--- src/rtl/router_pkg.sv ---
// Shared router types: FSM encoding, packet byte indices and the checksum rule.
// Used by spi_packet_sender and by the router receiver.
package router_pkg;

  typedef enum logic [2:0] {
    IDLE  = 3'd0,
    SETUP = 3'd1,
    SHIFT = 3'd2,
    GAP   = 3'd3,
    HOLD  = 3'd4
  } state_t;

  localparam int PKT_BYTES = 3;

  localparam logic [1:0] IDX_DEST  = 2'd0;
  localparam logic [1:0] IDX_DATA  = 2'd1;
  localparam logic [1:0] IDX_CHECK = 2'd2;

  // Widest field the checksum helper supports; callers extend and truncate.
  localparam int CHK_MAX_W = 32;

  function automatic logic [CHK_MAX_W-1:0] calc_check(
    input logic [CHK_MAX_W-1:0] dest,
    input logic [CHK_MAX_W-1:0] data
  );
    return dest ^ data;
  endfunction

endpackage

--- src/rtl/spi_half_tick.sv ---
// SCLK half-period divider: counts 0..CLK_DIV-1 while enabled and pulses tick
// on the terminal count; clear forces the count back to 0.
module spi_half_tick #(
  parameter int CLK_DIV = 4
) (
  input  logic clock,
  input  logic reset,
  input  logic clear,
  input  logic enable,
  output logic tick
);

  logic [7:0] count;

  assign tick = enable && (count == 8'(CLK_DIV - 1));

  always_ff @(posedge clock or posedge reset) begin
    if (reset) begin
      count <= '0;
    end else if (clear || !enable || tick) begin
      count <= '0;
    end else begin
      count <= count + 8'd1;
    end
  end

endmodule

--- src/rtl/spi_packet_sender.sv ---
// SPI mode-0 master sending one router packet (dest, data, checksum) per start.
// Optional CORRUPT_CHECK_EN adds force_error, which inverts the sent checksum.
module spi_packet_sender
  import router_pkg::*;
#(
  parameter int DATA_W  = 8,
  parameter int CLK_DIV = 4
) (
  input  logic              clock,
  input  logic              reset,
  input  logic              start,
`ifdef CORRUPT_CHECK_EN
  input  logic              force_error,
`endif
  input  logic [DATA_W-1:0] dest_in,
  input  logic [DATA_W-1:0] data_in,
  output logic              busy,
  output logic              done,
  output logic              byte_sent,
  output logic              spi_cs_n,
  output logic              spi_sclk,
  output logic              spi_mosi
);

  state_t            state;
  state_t            state_next;
  logic              tick;
  logic              sclk_q;
  logic [DATA_W-1:0] shift_q;
  logic [DATA_W-1:0] data_q;
  logic [DATA_W-1:0] check_q;
  logic [DATA_W-1:0] check_calc;
  logic [DATA_W-1:0] check_sel;
  logic [7:0]        bit_cnt;
  logic [1:0]        byte_idx;
  logic              accept;
  logic              last_bit;

  // The done cycle is already IDLE, so it is excluded from accepting a new start.
  assign accept     = (state == IDLE) && start && !done;
  assign last_bit   = (state == SHIFT) && tick && sclk_q && (bit_cnt == 8'(DATA_W - 1));
  assign check_calc = DATA_W'(calc_check(CHK_MAX_W'(dest_in), CHK_MAX_W'(data_in)));

`ifdef CORRUPT_CHECK_EN
  assign check_sel = force_error ? ~check_calc : check_calc;
`else
  assign check_sel = check_calc;
`endif

  spi_half_tick #(
    .CLK_DIV(CLK_DIV)
  ) u_half_tick (
    .clock (clock),
    .reset (reset),
    .clear (state_next != state),
    .enable(state != IDLE),
    .tick  (tick)
  );

  always_ff @(posedge clock or posedge reset) begin
    if (reset) begin
      state <= IDLE;
    end else begin
      state <= state_next;
    end
  end

  always_comb begin
    state_next = state;
    case (state)
      IDLE:    if (accept)   state_next = SETUP;
      SETUP:   if (tick)     state_next = SHIFT;
      SHIFT:   if (last_bit) state_next = (byte_idx == IDX_CHECK) ? HOLD : GAP;
      GAP:     if (tick)     state_next = SHIFT;
      HOLD:    if (tick)     state_next = IDLE;
      default:               state_next = IDLE;
    endcase
  end

  // Falling SCLK edges shift the next bit; the 8th one loads the following byte.
  always_ff @(posedge clock or posedge reset) begin
    if (reset) begin
      sclk_q    <= 1'b0;
      shift_q   <= '0;
      data_q    <= '0;
      check_q   <= '0;
      bit_cnt   <= '0;
      byte_idx  <= IDX_DEST;
      done      <= 1'b0;
      byte_sent <= 1'b0;
    end else begin
      done      <= (state == HOLD) && tick;
      byte_sent <= last_bit;
      case (state)
        IDLE: begin
          if (accept) begin
            shift_q  <= dest_in;
            data_q   <= data_in;
            check_q  <= check_sel;
            byte_idx <= IDX_DEST;
            bit_cnt  <= '0;
            sclk_q   <= 1'b0;
          end
        end
        SHIFT: begin
          if (tick) begin
            sclk_q <= ~sclk_q;
            if (sclk_q) begin
              if (last_bit) begin
                bit_cnt <= '0;
                if (byte_idx != IDX_CHECK) begin
                  shift_q  <= (byte_idx == IDX_DEST) ? data_q : check_q;
                  byte_idx <= byte_idx + 2'd1;
                end
              end else begin
                bit_cnt <= bit_cnt + 8'd1;
                shift_q <= {shift_q[DATA_W-2:0], 1'b0};
              end
            end
          end
        end
        default: begin
        end
      endcase
    end
  end

  always_comb begin
    busy     = (state != IDLE);
    spi_cs_n = (state == IDLE);
    spi_sclk = sclk_q;
    spi_mosi = (state != IDLE) ? shift_q[DATA_W-1] : 1'b0;
  end

endmodule

--- config.mk ---
export PLATFORM = sky130hd
export DESIGN_NAME = spi_packet_sender
export DESIGN_NICKNAME = d
export VERILOG_FILES = /design/src/rtl/router_pkg.sv /design/src/rtl/spi_half_tick.sv /design/src/rtl/spi_packet_sender.sv
export SDC_FILE = /design/constraint.sdc
export NUM_CORES = 1
export LEC_CHECK = 0
export CORE_MARGIN = 5
export CORE_UTILIZATION = 50
export CTS_CLUSTER_SIZE = 40
export DETAILED_ROUTE_END_ITERATION = 6
export PLACE_DENSITY = 0.71
export REMOVE_ABC_BUFFERS = 1
export SYNTH_ARGS = -nofsm -noshare
export SYNTH_HDL_FRONTEND = slang
export SYNTH_HIERARCHICAL = 1
export SYNTH_SLANG_ARGS = --single-unit
--- constraint.sdc ---
create_clock -name clock -period 3.3 [get_ports clock]
set_input_delay 0.495 -clock clock [delete_from_list [all_inputs] [get_ports clock]]
set_output_delay 0.495 -clock clock [all_outputs]
set_load 0.03 [all_outputs]
==> results.sh <==
export IMPL_outcome="finished, final reports clean"
export IMPL_arrival_ns=3.13
export IMPL_initial_utilization=0.517
export IMPL_ys_async_sr_fraction=1.00
export IMPL_peakVddDrop_uv=173
export IMPL_htreeDepth=2
export IMPL_antenna_found_initial=0
export IMPL_post_layout_total_power_w=0.000997
export IMPL_pin_count=25
export IMPL_syn_area_per_cell_um2=10.0
export IMPL_yosysWarningCount=6
export IMPL_grtUsageTotal=0.174
export IMPL_cts_hold_fix_buffers=0
export IMPL_ys_types=54
export IMPL_nets=312
export IMPL_synth_edff_count=0
export IMPL_worst_pin_slew_ns=0.562
export IMPL_grt_first_pass_wirelength_um=9930
export IMPL_grt_pass1_vias=2020
export IMPL_final_common_cell="dfrtp_1"
export IMPL_finalWirelength_um=5690
export IMPL_grt_max_degree=41
export IMPL_die_w_um=82.9
export IMPL_viasPerCell=5.71
export IMPL_drtIter0Drc=110
export IMPL_rows=26
export IMPL_yosysSeqAreaShare=0.452
export IMPL_area_growth_syn_to_layout_pct=14.8
export IMPL_drc=0
export IMPL_antenna_left=0
export IMPL_drive_gt1_frac=0.162
export IMPL_cp_max_fo=13
export IMPL_cts_root_buf="clkbuf_8"
export IMPL_grt_overflow_total=0
export IMPL_die_area_um2=6870
export IMPL_power_leakage_nw=1.35
export IMPL_final_cell_mix="48 x dfrtp_1, 24 x clkdlybuf4s50_1, 23 x o21ai_0"
export IMPL_globalplace_congestion=0.808
export IMPL_max_slew_margin=0.622
export IMPL_start_kind="register"
export IMPL_post_drt_wl_per_cell_um=15.8
export IMPL_cap_violations=0
export IMPL_post_cts_resized=0
export IMPL_finalSetupViolations=0
export IMPL_cts_tree="done"
export IMPL_period_share=0.890
export IMPL_syn_area_um2=2660
export IMPL_final_max_slew_violation_count=0
export IMPL_fmax_ghz=0.340
export IMPL_antenna_cells=0
export IMPL_cts_sinks=48
export IMPL_cp_required_ns=3.49
export IMPL_yosys_register_bits=48
export IMPL_fillers=457
export IMPL_via_count=2054
export IMPL_port_buffer_count=24
export IMPL_syn_inst=265
export IMPL_post_cts_buffers=0
export IMPL_drt_pass1_iterations=4
export IMPL_clk_latency_ns=0.30
export IMPL_synth_ff_type="dfrtp_1"
export IMPL_crit_type="reg -> reg"
export IMPL_layout_min_cycle_time_ns=2.94
export IMPL_cts_buffer_depth=2
export IMPL_dieHeight_um=82.9
export IMPL_clk_pin_slew_ns=0.09
export IMPL_core_um2=5140
export IMPL_cts_buffers=5
export IMPL_finalSetupTns_ns=0
export IMPL_hold_viol=0
export IMPL_post_dp_hpwl_um=4060
export IMPL_skew_ns=0.00390
export IMPL_powerDensity_nw_per_um2=327
export IMPL_rsz0062_at_grt="false"
export IMPL_hold_class="in -> async"
export IMPL_end_kind="register"
-- logic make-up after synthesis --
group | count (synthesis) | synth area share
adders and majority gates | 4 | 0.0188
AOI/OAI and AO/OA | 59 | 0.155
buffers and inverters | 27 | 0.0485
xor gates and xnor gates | 11 | 0.0363
DFF | 48 | 0.452
and+or+nand+nor | 96 | 0.202
muxes | 20 | 0.0876
-- critical path: stages (launching register included) --
cell	delay (ns)
dfrtp_1	0.50
or3_4	0.47
nor4b_1	0.17
and4_2	0.30
and2_0	0.23
a22oi_2	0.49
a21o_1	0.33
mux2_4	0.33
-- stage by stage --
stage	utilization	setup slack, ns	instance area, um^2	hold WS, ns	std cells
global route	0.594	0.123	3050	0.502	360
detailed placement	0.576	0.405	2960	0.478	352
global placement	0.576	0.459	2960	0.460	352
floorplan	-	0.635	2590	0.311	252
finish	0.594	0.362	3050	0.470	360
CTS	0.594	0.392	3050	0.480	360
-- area by class of cell --
class | instances | area [um^2] | share of cell area
Multi-Input combinational cell | 190 | 1330 | 0.435
Sequential cell | 48 | 1200 | 0.394
Timing Repair Buffer | 30 | 285 | 0.0935
Tap cell | 70 | 87.6 | 0.0287
Clock buffer | 6 | 82.6 | 0.0271
Inverter | 14 | 57.6 | 0.0189
Clock inverter | 2 | 10.0 | 0.00328
-- report_power, final --
group / switching, W / leakage, nW / internal [W]
clock: 0.000193 / 0.0510 / 0.000168
combinational: 0.0000231 / 0.666 / 0.0000267
sequential: 0 / 0.630 / 0.000588
total: 0.000216 / 1.35 / 0.000782
-- sequential cells by signal, summed over array words and instances (netlist names) --
signal and cells:
bit_cnt 8, byte_idx 2, byte_sent 1, check_q 8
data_q 8, done 1, shift_q 8, spi_sclk 1
state 3, u_half_tick/count 8
-- cell usage after synthesis (2+ instances only) --
cell type | number | share of area
dfrtp_1 | 48 | 0.45
o21ai_0 | 23 | 0.043
nand3_1 | 22 | 0.041
nand2_1 | 21 | 0.030
mux2_2 | 18 | 0.076
nor2_1 | 15 | 0.021
inv_1 | 13 | 0.018
xnor2_1 | 9 | 0.030
a221oi_1 | 6 | 0.020
a22o_1 | 6 | 0.020
a32oi_1 | 6 | 0.020
clkbuf_1 | 6 | 0.0085
a21oi_1 | 5 | 0.0094
and3_1 | 5 | 0.012
ha_1 | 4 | 0.019
nor3_1 | 4 | 0.0075
or3_1 | 4 | 0.0094
buf_2 | 3 | 0.0056
nand2b_1 | 3 | 0.0071
nor2b_1 | 3 | 0.0071
a31oi_1 | 2 | 0.0047
buf_6 | 2 | 0.0085
mux2_4 | 2 | 0.011
nand4b_1 | 2 | 0.0066
nor3_2 | 2 | 0.0075
or4_1 | 2 | 0.0056
xor2_1 | 2 | 0.0066
-- layer usage --
layer  track usage  part of all wire  vias to the layer above  wire length [um]
met2         0.261              0.44                       46              2500
met3        0.0426             0.040                        5               229
met1         0.252              0.51                      985              2910
met4        0.0475            0.0077                        0                44
li1              -                 -                     1018                 -
met5             0                 0                        -                 0
-- path summary, 6_finish.rpt --
check / start / end / slack [ns] / depth (start not counted)
worst max-delay path: state[1] / shift_q[2] / 0.36 / 7
min in group clock: check_q[1] / check_q[1] / 0.49 / 2
worst max register to register: state[1] / shift_q[2] / 0.36 / 7
worst min register to register: check_q[1] / check_q[1] / 0.49 / 2
max in group asynchronous: reset / check_q[1] / 2.31 / 3
worst min-delay path: reset / u_half_tick/count[4] / 0.47 / 2
Note: power is estimated with default switching activity, not from simulation.
